--- config.mk ---
export PLATFORM = sky130hd
export DESIGN_NAME = uart_tx_piso
export DESIGN_NICKNAME = d
export VERILOG_FILES = /design/src/rtl/uart_tx_piso.sv
export SDC_FILE = /design/constraint.sdc
export NUM_CORES = 1
export LEC_CHECK = 0
export CORE_ASPECT_RATIO = 0.75
export CORE_UTILIZATION = 57
export CTS_BUF_LIST = sky130_fd_sc_hd__clkbuf_8
export CTS_CLUSTER_SIZE = 30
export DETAILED_ROUTE_END_ITERATION = 10
export PLACE_DENSITY = 0.8
export SLEW_MARGIN = 20
export SYNTH_ARGS = -nofsm -noshare
export SYNTH_HDL_FRONTEND = slang
export SYNTH_SLANG_ARGS = --single-unit
--- constraint.sdc ---
create_clock -name clk -period 2.1 [get_ports clk]
set_input_delay 0.42 -clock clk [delete_from_list [all_inputs] [get_ports clk]]
set_output_delay 0.42 -clock clk [all_outputs]
set_load 0.02 [all_outputs]
--- src/rtl/uart_tx_piso.sv ---
// UART transmitter: parallel word in through a load/ready handshake, serial frame out on txout.
// Frame is start bit, DATA_BITS data bits LSB first, optional parity bit, then STOP_BITS stop bits.
module uart_tx_piso #(
    parameter int DATA_BITS    = 5,
    parameter int CLKS_PER_BIT = 16,
    parameter int PARITY_EN    = 1,
    parameter int PARITY_ODD   = 0,
    parameter int STOP_BITS    = 1
) (
    input  logic                 clk,
    input  logic                 rst,
    input  logic [DATA_BITS-1:0] din,
    input  logic                 load,
    output logic                 ready,
    output logic                 txout,
    output logic                 busy,
    output logic                 done
);
    localparam int BW = (CLKS_PER_BIT > 2) ? $clog2(CLKS_PER_BIT) : 1;

    typedef enum logic [2:0] {IDLE, START, DATA, PARITY, STOP} state_t;

    state_t               state_q, state_d;
    logic [DATA_BITS-1:0] shreg_q, shreg_d;
    logic                 par_q, par_d;
    logic [2:0]           bit_q, bit_d;
    logic [BW-1:0]        baud_q, baud_d;
    logic                 txout_q, txout_d;
    logic                 ready_q, ready_d;
    logic                 busy_q, busy_d;
    logic                 done_q, done_d;
    logic                 baud_wrap;

    assign baud_wrap = (baud_q == BW'(CLKS_PER_BIT - 1));

    always_comb begin
        state_d = state_q;
        shreg_d = shreg_q;
        par_d   = par_q;
        bit_d   = bit_q;
        baud_d  = '0;
        txout_d = txout_q;
        ready_d = ready_q;
        busy_d  = busy_q;
        done_d  = 1'b0;
        if (state_q != IDLE) begin
            baud_d = baud_wrap ? '0 : baud_q + 1'b1;
        end
        case (state_q)
            IDLE: begin
                txout_d = 1'b1;
                if (load && ready_q) begin
                    shreg_d = din;
                    par_d   = (^din) ^ 1'(PARITY_ODD);
                    state_d = START;
                    txout_d = 1'b0;
                    busy_d  = 1'b1;
                    ready_d = 1'b0;
                    bit_d   = '0;
                end
            end
            START: begin
                if (baud_wrap) begin
                    state_d = DATA;
                    txout_d = shreg_q[0];
                end
            end
            DATA: begin
                if (baud_wrap) begin
                    // txout is registered, so it must be loaded with the bit that follows the shift
                    shreg_d = shreg_q >> 1;
                    txout_d = shreg_q[1];
                    bit_d   = bit_q + 1'b1;
                    if (bit_q == 3'(DATA_BITS - 1)) begin
                        bit_d = '0;
                        if (PARITY_EN != 0) begin
                            state_d = PARITY;
                            txout_d = par_q;
                        end else begin
                            state_d = STOP;
                            txout_d = 1'b1;
                        end
                    end
                end
            end
            PARITY: begin
                if (baud_wrap) begin
                    state_d = STOP;
                    txout_d = 1'b1;
                end
            end
            STOP: begin
                txout_d = 1'b1;
                done_d  = (bit_q == 3'(STOP_BITS - 1)) && (baud_q == BW'(CLKS_PER_BIT - 2));
                if (baud_wrap) begin
                    bit_d = bit_q + 1'b1;
                    if (bit_q == 3'(STOP_BITS - 1)) begin
                        state_d = IDLE;
                        bit_d   = '0;
                        ready_d = 1'b1;
                        busy_d  = 1'b0;
                    end
                end
            end
            default: state_d = IDLE;
        endcase
    end

    always_ff @(posedge clk) begin
        if (rst) begin
            state_q <= IDLE;
            shreg_q <= '0;
            par_q   <= 1'b0;
            bit_q   <= '0;
            baud_q  <= '0;
            txout_q <= 1'b1;
            ready_q <= 1'b1;
            busy_q  <= 1'b0;
            done_q  <= 1'b0;
        end else begin
            state_q <= state_d;
            shreg_q <= shreg_d;
            par_q   <= par_d;
            bit_q   <= bit_d;
            baud_q  <= baud_d;
            txout_q <= txout_d;
            ready_q <= ready_d;
            busy_q  <= busy_d;
            done_q  <= done_d;
        end
    end

    assign ready = ready_q;
    assign txout = txout_q;
    assign busy  = busy_q;
    assign done  = done_q;
endmodule

==> results.py <==
metrics = {
    "outcome": {
        "status": "completed",
    },
    "critical_path": {
        "setup.worst_path.class": "reg -> reg",
        "critPathCaptureType": "register",
        "endpoint": "bit_q[2]",
        "reg2regPathDepth": 5,
        "data_arrival_time_at_the_worst_slack_endpoint_ns": 1.93,
        "worstSetupStartpointType": "register",
        "critical_path.reg2reg.startpoint": "baud_q[0]",
        "cp_max_fo": 5,
        "beginning_of_the_critical_path": "baud_q[0]",
        "crit_required_ns": 2.27,
        "rrSetupSlack_ns": 0.34,
        "critical_path.reg2reg.endpoint": "bit_q[2]",
    },
    "sta": {
        "final-setup-viol-count": 0,
        "finClkSkew_ns": 0.003320,
        "rsz_0062_raised_after_global_routing": "false",
        "relative_slew_margins": 0.6047,
        "setup-tns-final_ns": 0,
        "final_hold_viol_count": 0,
        "fin_hold_ws_ns": 0.4932,
        "final_min_period_over_clock_period": 0.8400,
        "timing.fmax_mhz": 566.9,
        "slew_viol_final": 0,
        "worst_pin_slew_ns": 0.5921,
        "period_needed_ns": 1.764,
    },
    "synth": {
        "mappedNetlistNets": 132,
        "synth_seq_cells": 20,
        "count_of_flip_flops_with_a_built_in_enable_after_synthesis": 0,
        "seq_area_frac_synth": 0.3552,
        "post_synth_inst_count": 120,
        "ffs_w_async_s_r_synth": 0,
        "synth.yosys.warnings": 0,
        "post-synth-top-area-fraction": 0.3552,
        "synthesis.area_sq_um": 1127,
        "synth_flop_cell": "dfxtp_1",
        "synthDistinctLibCells": 44,
        "leading_cell_types_by_total_area_after_synthesis": "dfxtp_1, nor2_1, ha_1, mux2i_1, nand3_1",
        "synth_area_leader_cell": "dfxtp_1",
        "syn_area_per_cell_sq_um": 9.394,
    },
    "placed_design": {
        "placed_area_sq_um": 1244,
        "port_buffers": 11,
        "gpl.final_weighted_congestion": 0.7734,
        "dp.cells": 150,
        "place.detailed.hpwl_mm": 1.591,
    },
    "clock_network": {
        "htreeDepth": 1,
        "post_cts_resized": 0,
        "tritoncts": "done",
        "cts.reportedPaths.clkPinSlew_ns": 0.07,
        "max_clock_buf_depth": 2,
        "cts_inserted_buffers": 3,
        "post-cts-setup-buffer-count": 0,
        "master_cell_of_the_clock_root_buffer": "clkbuf_8",
        "cts-hold-fix-buffers": 0,
        "worst_skew_pair.late_latency_ns": 0.26,
        "clkSinkCount": 20,
    },
    "grt": {
        "globalRouteOverflowTotal": 0,
        "grtUsageTotal": 0.2221,
        "number_of_antenna_violations_at_the_first_check_in_global_routing": 0,
        "via_count_of_the_first_global_routing_pass": 735,
        "maximum_number_of_pins_on_one_net_before_global_route_repair": 16,
        "wire_length_of_the_first_global_routing_pass_mm": 3.270,
    },
    "detailed_routing": {
        "post-route-drc-count": 0,
        "drt_pre_antenna_iters": 4,
        "wl_per_cell_um": 13.86,
        "detailedRoute.firstIterationViolations": 19,
        "postRouteAntennaNets": 0,
        "post_drt_via_cell_ratio": 5.545,
        "num_vias": 854,
        "routed_wl_mm": 2.135,
    },
    "cells_and_area": {
        "mostFrequentLayoutCell": "dfxtp_1",
        "synthesis_to_finish_area_growth_pct": 15.21,
        "nFillCells": 139,
        "most-common-layout-cells": "dfxtp_1, nor2_1, clkdlybuf4s50_1",
        "layout-drive-gt1-share": 0.1288,
        "finalNetCount": 145,
        "number_of_diodes_added_for_antenna_fixing": 0,
        "final_cells": 154,
        "final_instance_area_sq_um": 1299,
    },
    "power": {
        "power_switching_share": 0.2463,
        "seq_power_share": 0.498,
        "p_per_area_nw_per_um2": 651.4,
        "p_total_mw": 0.8460,
        "power_frac_clock": 0.341,
        "pwr-share-comb": 0.161,
        "internal_power_mw": 0.6377,
        "vdd.ir_drop.worst_mv": 0.5857,
        "netSwitchingPower_mw": 0.2084,
        "lkg_pwr_nw": 0.4679,
    },
    "floorplan": {
        "design.portCount": 12,
        "num_rows": 13,
        "core_sq_um": 1789,
        "die_y_um": 40.52,
        "floorplan.die_area_sq_um": 2161,
        "die_width_um": 53.35,
        "initial_core_utilization": 0.6301,
    },
    "min_path": {
        "timing.hold.worst.class": "reg -> reg",
    },
    "job": {
        "drv.max_cap_violation_count": 0,
    },
}
-- synth_stat cells (all sizes together), types with 2 or more instances --
library cell	number
or3	2
ha	4
nor3	4
nand4	3
o21ai	3
nand2	6
xor2	3
buf	4
dfxtp	20
a21oi	6
nor3b	2
mux2i	5
nand3	8
nand2b	2
nor2	16
o32ai	2
xnor2	3
and2b	2
inv	4
a211oi	5
-- layer usage --
layer  share of wire  wire length, um  track usage  vias to the layer above
li1                -                -            -                      457
met1            0.52             1117       0.3080                      381
met2            0.43              920       0.3281                       12
met3           0.035               74      0.06061                        4
met4           0.011               23      0.07895                        0
met5               0                0            0                        -
-- how the worst min path moves through the flow --
stage,endpoint,from,depth (start not counted)
CTS,baud_q[0],baud_q[0],1
detailed placement,baud_q[0],baud_q[0],1
global placement,baud_q[0],baud_q[0],1
finish,baud_q[0],baud_q[0],1
floorplan,baud_q[0],baud_q[0],1
global route,shreg_q[4],shreg_q[4],2
-- cells by family after synthesis --
logic type	share of synthesized area
simple gates	0.2775
flops	0.3552
mux	0.04440
fa+ha+maj	0.04440
buf+inv	0.04550
xor+xnor	0.06660
compound gates	0.1665
-- final cells by class --
| class | instances | area, sq um | share of cell area |
|---|---|---|---|
| sequential | 20 | 400.4 | 0.3083 |
| inverter | 4 | 15.01 | 0.01156 |
| clock buffer | 4 | 55.05 | 0.04239 |
| multi-input combinational | 91 | 675.6 | 0.5202 |
| tap | 22 | 27.53 | 0.02119 |
| timing repair buffer | 13 | 125.1 | 0.09634 |
-- power groups by stage --
| stage | logic (mW) | registers, mW | clock network (mW) |
|---|---|---|---|
| after CTS | 0.137 | 0.421 | 0.297 |
| after detailed placement | 0.135 | 0.430 | 0 |
| final | 0.136 | 0.421 | 0.289 |
| after global placement | 0.132 | 0.429 | 0 |
| after floorplan | 0.0900 | 0.431 | 0 |
| after global routing | 0.152 | 0.424 | 0.303 |
-- critical path: stages (launching register included) --
cell      delay, ns
dfxtp_1        0.39
ha_1           0.30
nand3_1        0.23
o32ai_4        0.40
nand3_2        0.13
o311ai_2       0.22
-- registers in the layout, indices dropped and copies added, names as in the netlist --
signal / cells
ready: 1
done: 1
txout: 1
shreg_q: 5
state_q: 3
busy: 1
par_q: 1
baud_q: 4
bit_q: 3
-- metrics by stage --
step,utilization,setup WS [ns]
floorplan,-,0.5772
global placement,0.6951,0.2758
detailed placement,0.6951,0.2123
CTS,0.7259,0.3492
global route,0.7259,0.2192
finish,0.7259,0.3359
Power figures use the tool's default switching activity.
==> patch 1, RTL diff (same flow settings) <==
Re-encode `state_t` (5 states) as one-hot, 5 bits wide.
--- a/src/rtl/uart_tx_piso.sv
+++ b/src/rtl/uart_tx_piso.sv
@@ -18,7 +18,7 @@
 );
     localparam int BW = (CLKS_PER_BIT > 2) ? $clog2(CLKS_PER_BIT) : 1;
 
-    typedef enum logic [2:0] {IDLE, START, DATA, PARITY, STOP} state_t;
+    typedef enum logic [4:0] {IDLE = 5'b00001, START = 5'b00010, DATA = 5'b00100, PARITY = 5'b01000, STOP = 5'b10000} state_t;
 
     state_t               state_q, state_d;
     logic [DATA_BITS-1:0] shreg_q, shreg_d;
Check against the original RTL: same outputs for any inputs over 10 cycles, from zero or initial values and one cycle with rst high; not proved beyond that.
==> patch 1 against the unedited design <==
  * Cell area rose by 14%
  * Sequential cell count rose by 2
  * Worst setup slack got worse by 0.15 ns
  * Clock skew barely moved
  * Non-clock buffer count rose by 2
  * Highest routed layer unchanged
  * First-iteration DRC count rose to 3.0 times the old value
  * Wire length rose by 38%
  * Worst hold slack got worse by 0.0016 ns
  * Count of clock-buffer cells in the layout fell by 1
  * Critical endpoint is now state_q[0]$_SDFFE_PP1P_
  * Area after synthesis rose by 14%
Power is not compared: it rests on default switching activity, and its combinational part moved more than twofold at a synthesized area within 25%.
==> patch 1: results (changes against the unedited design) <==
Yosys
  • Commonest cells post-synth: dfxtp_1, a21oi_1, nand2_1, nor2_1, xnor2_1
  • Register area share after synthesis: 34.1% (-1.4 points)
  • Syn_nets: 153 (+16%)
  • Synth area leaders: dfxtp_1, a211oi_2, xnor2_1, a21oi_1, ha_1
  • Syn Inst Count: 141 (+18%)
  • Library cells used by synthesis: 41 (-6.8%)

Critical path
  • Flop2flop setup slack: 0.18 ns (-0.15 ns)
  • Delay of the slowest critical-path stage: 0.54 ns (+0.14 ns)
  • Slowest cell on the critical path: dfxtp_1
  • R2R Path End: state_q[0]$_SDFFE_PP1P_
  • Reg2reg start: state_q[3]$_SDFFE_PP0P_
  • Worst R2R Path Depth: 5 (unchanged)
  • Crit Path Max Fanout: 10 (+5)

Min path
  • Hold path depth: 2 (+1)
  • Hold Path End: par_q$_SDFFE_PP0P_
  • Hold Path Origin: par_q$_SDFFE_PP0P_

STA
  • Hold_ws: 0.492 ns (-0.00164 ns)
  • Slew HR: 67.0% (+6.5 points)
  • Clock Skews: 0.00308 ns (-0.000238 ns)

Run status
  • Status: complete, no violations

Global route
  • Met3 Track Usage GR: 7.01% (+0.95 points)
  • Grt met2 use: 43.5% (+11 points)
  • Vias in the first global route: 1033 (+41%)
  • Total GRT Usage: 27.2% (+5.0 points)
  • Met1 Track Usage GR: 36.3% (+5.5 points)
  • Largest net degree at the start of global routing: 23 (+7)
  • Global-route wire length before repair: 4940 µm (+51%)

Route
  • Met3 WL post-DR: 231 µm (+210%)
  • DR vias/cell: 6.29 (+13%)
  • Iter 0 DRT Violations: 57 (+38)
  • WL met2: 1440 µm (+56%)
  • Avg WL per Cell: 16.6 µm (+20%)
  • Routed met1 length: 1280 µm (+14%)

Final layout
  • Final std cells w/o fill: 178 (+16%)
  • Largest regs: shreg_q (5), state_q (5), baud_q (4)
  • # fillers: 162 (+17%)
  • Fraction of layout instances using a drive strength above 1: 16.9% (+4.0 points)

Clock tree
  • Post-CTS sizing: 0 (unchanged)

Placed design
  • HPWL Detailed: 2160 µm (+36%)
  • Setup WS pre-CTS: 0.0655 ns (-0.147 ns)
  • GPL Wtd Cong: 0.863 (+12%)
  • Placed cells: 174 (+16%)

Power and ir drop
  • Leakage: between 0.5 and 0.6 nW
==> patch 1: cell count changes after synthesis, moves of 3 or more <==
cell,unedited run,this run
nor4_1,0,3
a21oi_1,6,12
a211oi_1,4,0
nor2_2,0,4
xnor2_1,3,7
o21ai_0,3,6
o211ai_1,0,5
a211oi_2,0,6
nor2_1,16,8
==> patch 1: cell families (layout without fill, tap and decap cells) <==
group           count (synthesis)  count (layout)  synth area share, %
compound gates                 38              38                 22.0
flops                          22              22                 34.1
xor+xnor                       11              11                 8.05
fa+ha+maj                       4               4                 3.88
simple gates                   50              50                 23.1
buf+inv                        11              24                 4.95
mux                             5               5                 3.88
==> patch 1: where the power goes <==
group	internal [mW]	switching, mW
sequential	0.504	0.0805
combinational	0.291	0.380
clock	0.255	0.146
total	1.05	0.607
==> patch 1: worst max-delay path by stage <==
stage          slack, ns                    start                      end  cells after the start
6_report            0.18  state_q[3]$_SDFFE_PP0P_  state_q[0]$_SDFFE_PP1P_                      5
2_1_floorplan       0.43  state_q[1]$_SDFFE_PP0P_  state_q[0]$_SDFFE_PP1P_                      6
5_1_grt             0.02  state_q[3]$_SDFFE_PP0P_  state_q[0]$_SDFFE_PP1P_                      5
4_1_cts             0.21  state_q[4]$_SDFFE_PP0P_  state_q[4]$_SDFFE_PP0P_                      5
3_3_place_gp        0.13                     load  state_q[4]$_SDFFE_PP0P_                      5
3_5_place_dp        0.07                     load  state_q[4]$_SDFFE_PP0P_                      5
==> patch 1: cell type report <==
type | instances | area, µm² | share of cell area, %
Multi-Input combinational cell | 108 | 786 | 52.9
Sequential cell | 22 | 440 | 29.6
Timing Repair Buffer | 15 | 140 | 9.43
Clock buffer | 3 | 41.3 | 2.78
Clock inverter | 1 | 30.0 | 2.02
Tap cell | 24 | 30.0 | 2.02
Inverter | 5 | 18.8 | 1.26
==> patch 2, RTL diff (same settings) <==
Without the edit above. Set the parameter `PARITY_EN` to 0 (it was 1).
--- a/src/rtl/uart_tx_piso.sv
+++ b/src/rtl/uart_tx_piso.sv
@@ -3,7 +3,7 @@
 module uart_tx_piso #(
     parameter int DATA_BITS    = 5,
     parameter int CLKS_PER_BIT = 16,
-    parameter int PARITY_EN    = 1,
+    parameter int PARITY_EN    = 0,
     parameter int PARITY_ODD   = 0,
     parameter int STOP_BITS    = 1
 ) (
Formal check against the unedited RTL: no difference found for any inputs over 10 cycles, from zero or initial values and one cycle with rst high; that may be too few to reach the edited logic, so the function may still have changed.
==> patch 2 against the unedited design <==
  * Cell area is 7.8% lower
  * Sequential cell count is 1 lower
  * Worst setup slack better by 0.044 ns
  * Register-to-register slack better by 0.11 ns
  * Final cell count is 1.9% lower
  * Via count is 8.5% higher
  * Global-route usage is 5.3 points higher
  * Wire length is 11% higher
  * Total power is 8.5% lower
  * Area after synthesis is 7.4% lower
  * Sequential share of layout area is 0.94 points higher
  * Combinational power is 12% lower
  * Worst hold slack worse by 0.037 ns
  * Highest routed layer unchanged
==> patch 2: results (changes against the unedited design) <==
Yosys
  • Synth area leaders: dfxtp_1, a311oi_2, ha_1, nand3_1, o2111ai_1
  • Library cells used by synthesis: 41 (-6.8%)
  • Warnings from Yosys: 0 (unchanged)
  • Register area share after synthesis: 36.5% (+0.93 points)
  • Syn Inst Count: 120 (unchanged)
  • Async SR Flop Fraction: 0% (unchanged)
  • Syn_nets: 132 (unchanged)
  • Commonest cells post-synth: dfxtp_1, nand3_1, nand2_1

Final layout
  • NumNets Final: 143 (-1.4%)
  • Fraction of layout instances using a drive strength above 1: 16.2% (+3.3 points)
  • Largest regs: shreg_q (5), baud_q (4)
  • Antenna cell count: 0 (unchanged)
  • Final std cells w/o fill: 151 (-1.9%)

Route
  • Drt pass-1 iters: 4 (unchanged)
  • Iter 0 DRT Violations: 37 (+18)
  • Via count: 927 (+8.5%)
  • Drt total wl: 2380 µm (+11%)

Placed design
  • Port Buffers: 11 (unchanged)
  • HPWL Detailed: 1700 µm (+6.9%)
  • GPL Wtd Cong: 0.877 (+13%)

Critical path
  • Delay of the slowest critical-path stage: 0.63 ns (+0.23 ns)
  • Crit Path Max Fanout: 6 (+1)
  • Kind of cell adding the most delay to the critical path: buffers and inverters
  • Slowest cell on the critical path: clkdlybuf4s50_1
  • Worst R2R Path Depth: 5 (unchanged)
  • CP arrival: 1.30 ns (-0.63 ns)
  • R2R Path End: bit_q[2]$_SDFFE_PP0P_
  • Reg2reg start: baud_q[0]$_SDFF_PP0_
  • Flop2flop setup slack: 0.45 ns (+0.11 ns)

Power and ir drop
  • Peak VDD IR: 0.675 mV (+15%)
  • Clock Power Share: 33.1% (-1.0 points)
  • Switching share of total power: 27.0% (+2.4 points)
  • Leakage: 0.417 nW (-11%)
  • Sequential fraction of design power: 51.5% (+1.7 points)
  • Total chip power: 774 µW (-8.5%)

Run status
  • Status: complete, no violations

Global route
  • Total GRT Usage: 27.5% (+5.3 points)
  • Antenna violations before repair: 0 (unchanged)
  • Largest net degree at the start of global routing: 13 (-3)
  • Vias in the first global route: 835 (+14%)
  • Global-route wire length before repair: 3870 µm (+18%)

Clock tree
  • Setup bufs post-CTS: 0 (unchanged)
  • Post-CTS sizing: 0 (unchanged)
  • Cts bufs inserted: 3 (unchanged)
  • Clk buf depth: 2 (unchanged)
  • Clk Latency, worst-skew pair: 0.26 ns (about the same)
  • H-tree depth: 1 (unchanged)
  • CTS clk-pin slew, worst paths: 0.07 ns (about the same)
  • Root buf cell: clkbuf_8

Min path
  • Hold Path End: shreg_q[4]$_SDFFE_PP0P_
  • Hold/Removal Path Class: reg2reg
  • Hold path depth: 2 (+1)
  • Hold Path Origin: shreg_q[4]$_SDFFE_PP0P_

STA
  • Clock Skews: 0.00209 ns (-0.00123 ns)
  • Slew HR: 69.5% (+9.0 points)
[patch 2: final cells by class]
| cell class | count | area [µm²] |
|---|---|---|
| Clock buffer | 3 | 41.3 |
| Multi-Input combinational cell | 87 | 594 |
| Tap cell | 21 | 26.3 |
| Timing Repair Buffer | 13 | 125 |
| Clock inverter | 1 | 3.75 |
| Sequential cell | 19 | 380 |
| Fill cell | 128 | 394 |
| Inverter | 7 | 26.3 |
[patch 2: worst max path at each step]
stage | startpoint | to | slack [ns] | cells past startpoint
after detailed placement | load | shreg_q[2]$_SDFFE_PP0P_ | 0.21 | 5
after global placement | load | bit_q[1]$_SDFFE_PP0P_ | 0.26 | 5
after global routing | ready$_SDFFE_PP1P_ | ready | 0.35 | 1
after CTS | ready$_SDFFE_PP1P_ | ready | 0.38 | 1
final | ready$_SDFFE_PP1P_ | ready | 0.38 | 1
after floorplan | baud_q[0]$_SDFF_PP0_ | bit_q[2]$_SDFFE_PP0P_ | 0.63 | 6
[patch 2: metrics by stage]
step                      hold WS (ns)  setup slack (ns)  instance area, µm²
after detailed placement         0.446             0.212                1150
after global placement           0.441             0.261                1150
final                            0.457             0.380                1200
after global routing             0.494             0.347                1200
after CTS                        0.457             0.382                1200
after floorplan                  0.430             0.627                1040
[patch 2: cell families after synthesis]
group | Yosys count | share of synthesized area [%]
and+or+nand+nor | 53 | 27.9
buffers and inverters | 14 | 6.60
adders and majority gates | 4 | 4.80
AOI/OAI and AO/OA | 28 | 22.5
DFF | 19 | 36.5
xor gates and xnor gates | 2 | 1.68
[patch 2: metal layers]
layer / vias up / track usage, % / share of wire, %
li1: 455 / - / -
met1: 430 / 35.7 / 47
met2: 36 / 42.9 / 44
met3: 6 / 8.24 / 7.0
met4: 0 / 10.8 / 2.1
met5: - / 0 / 0
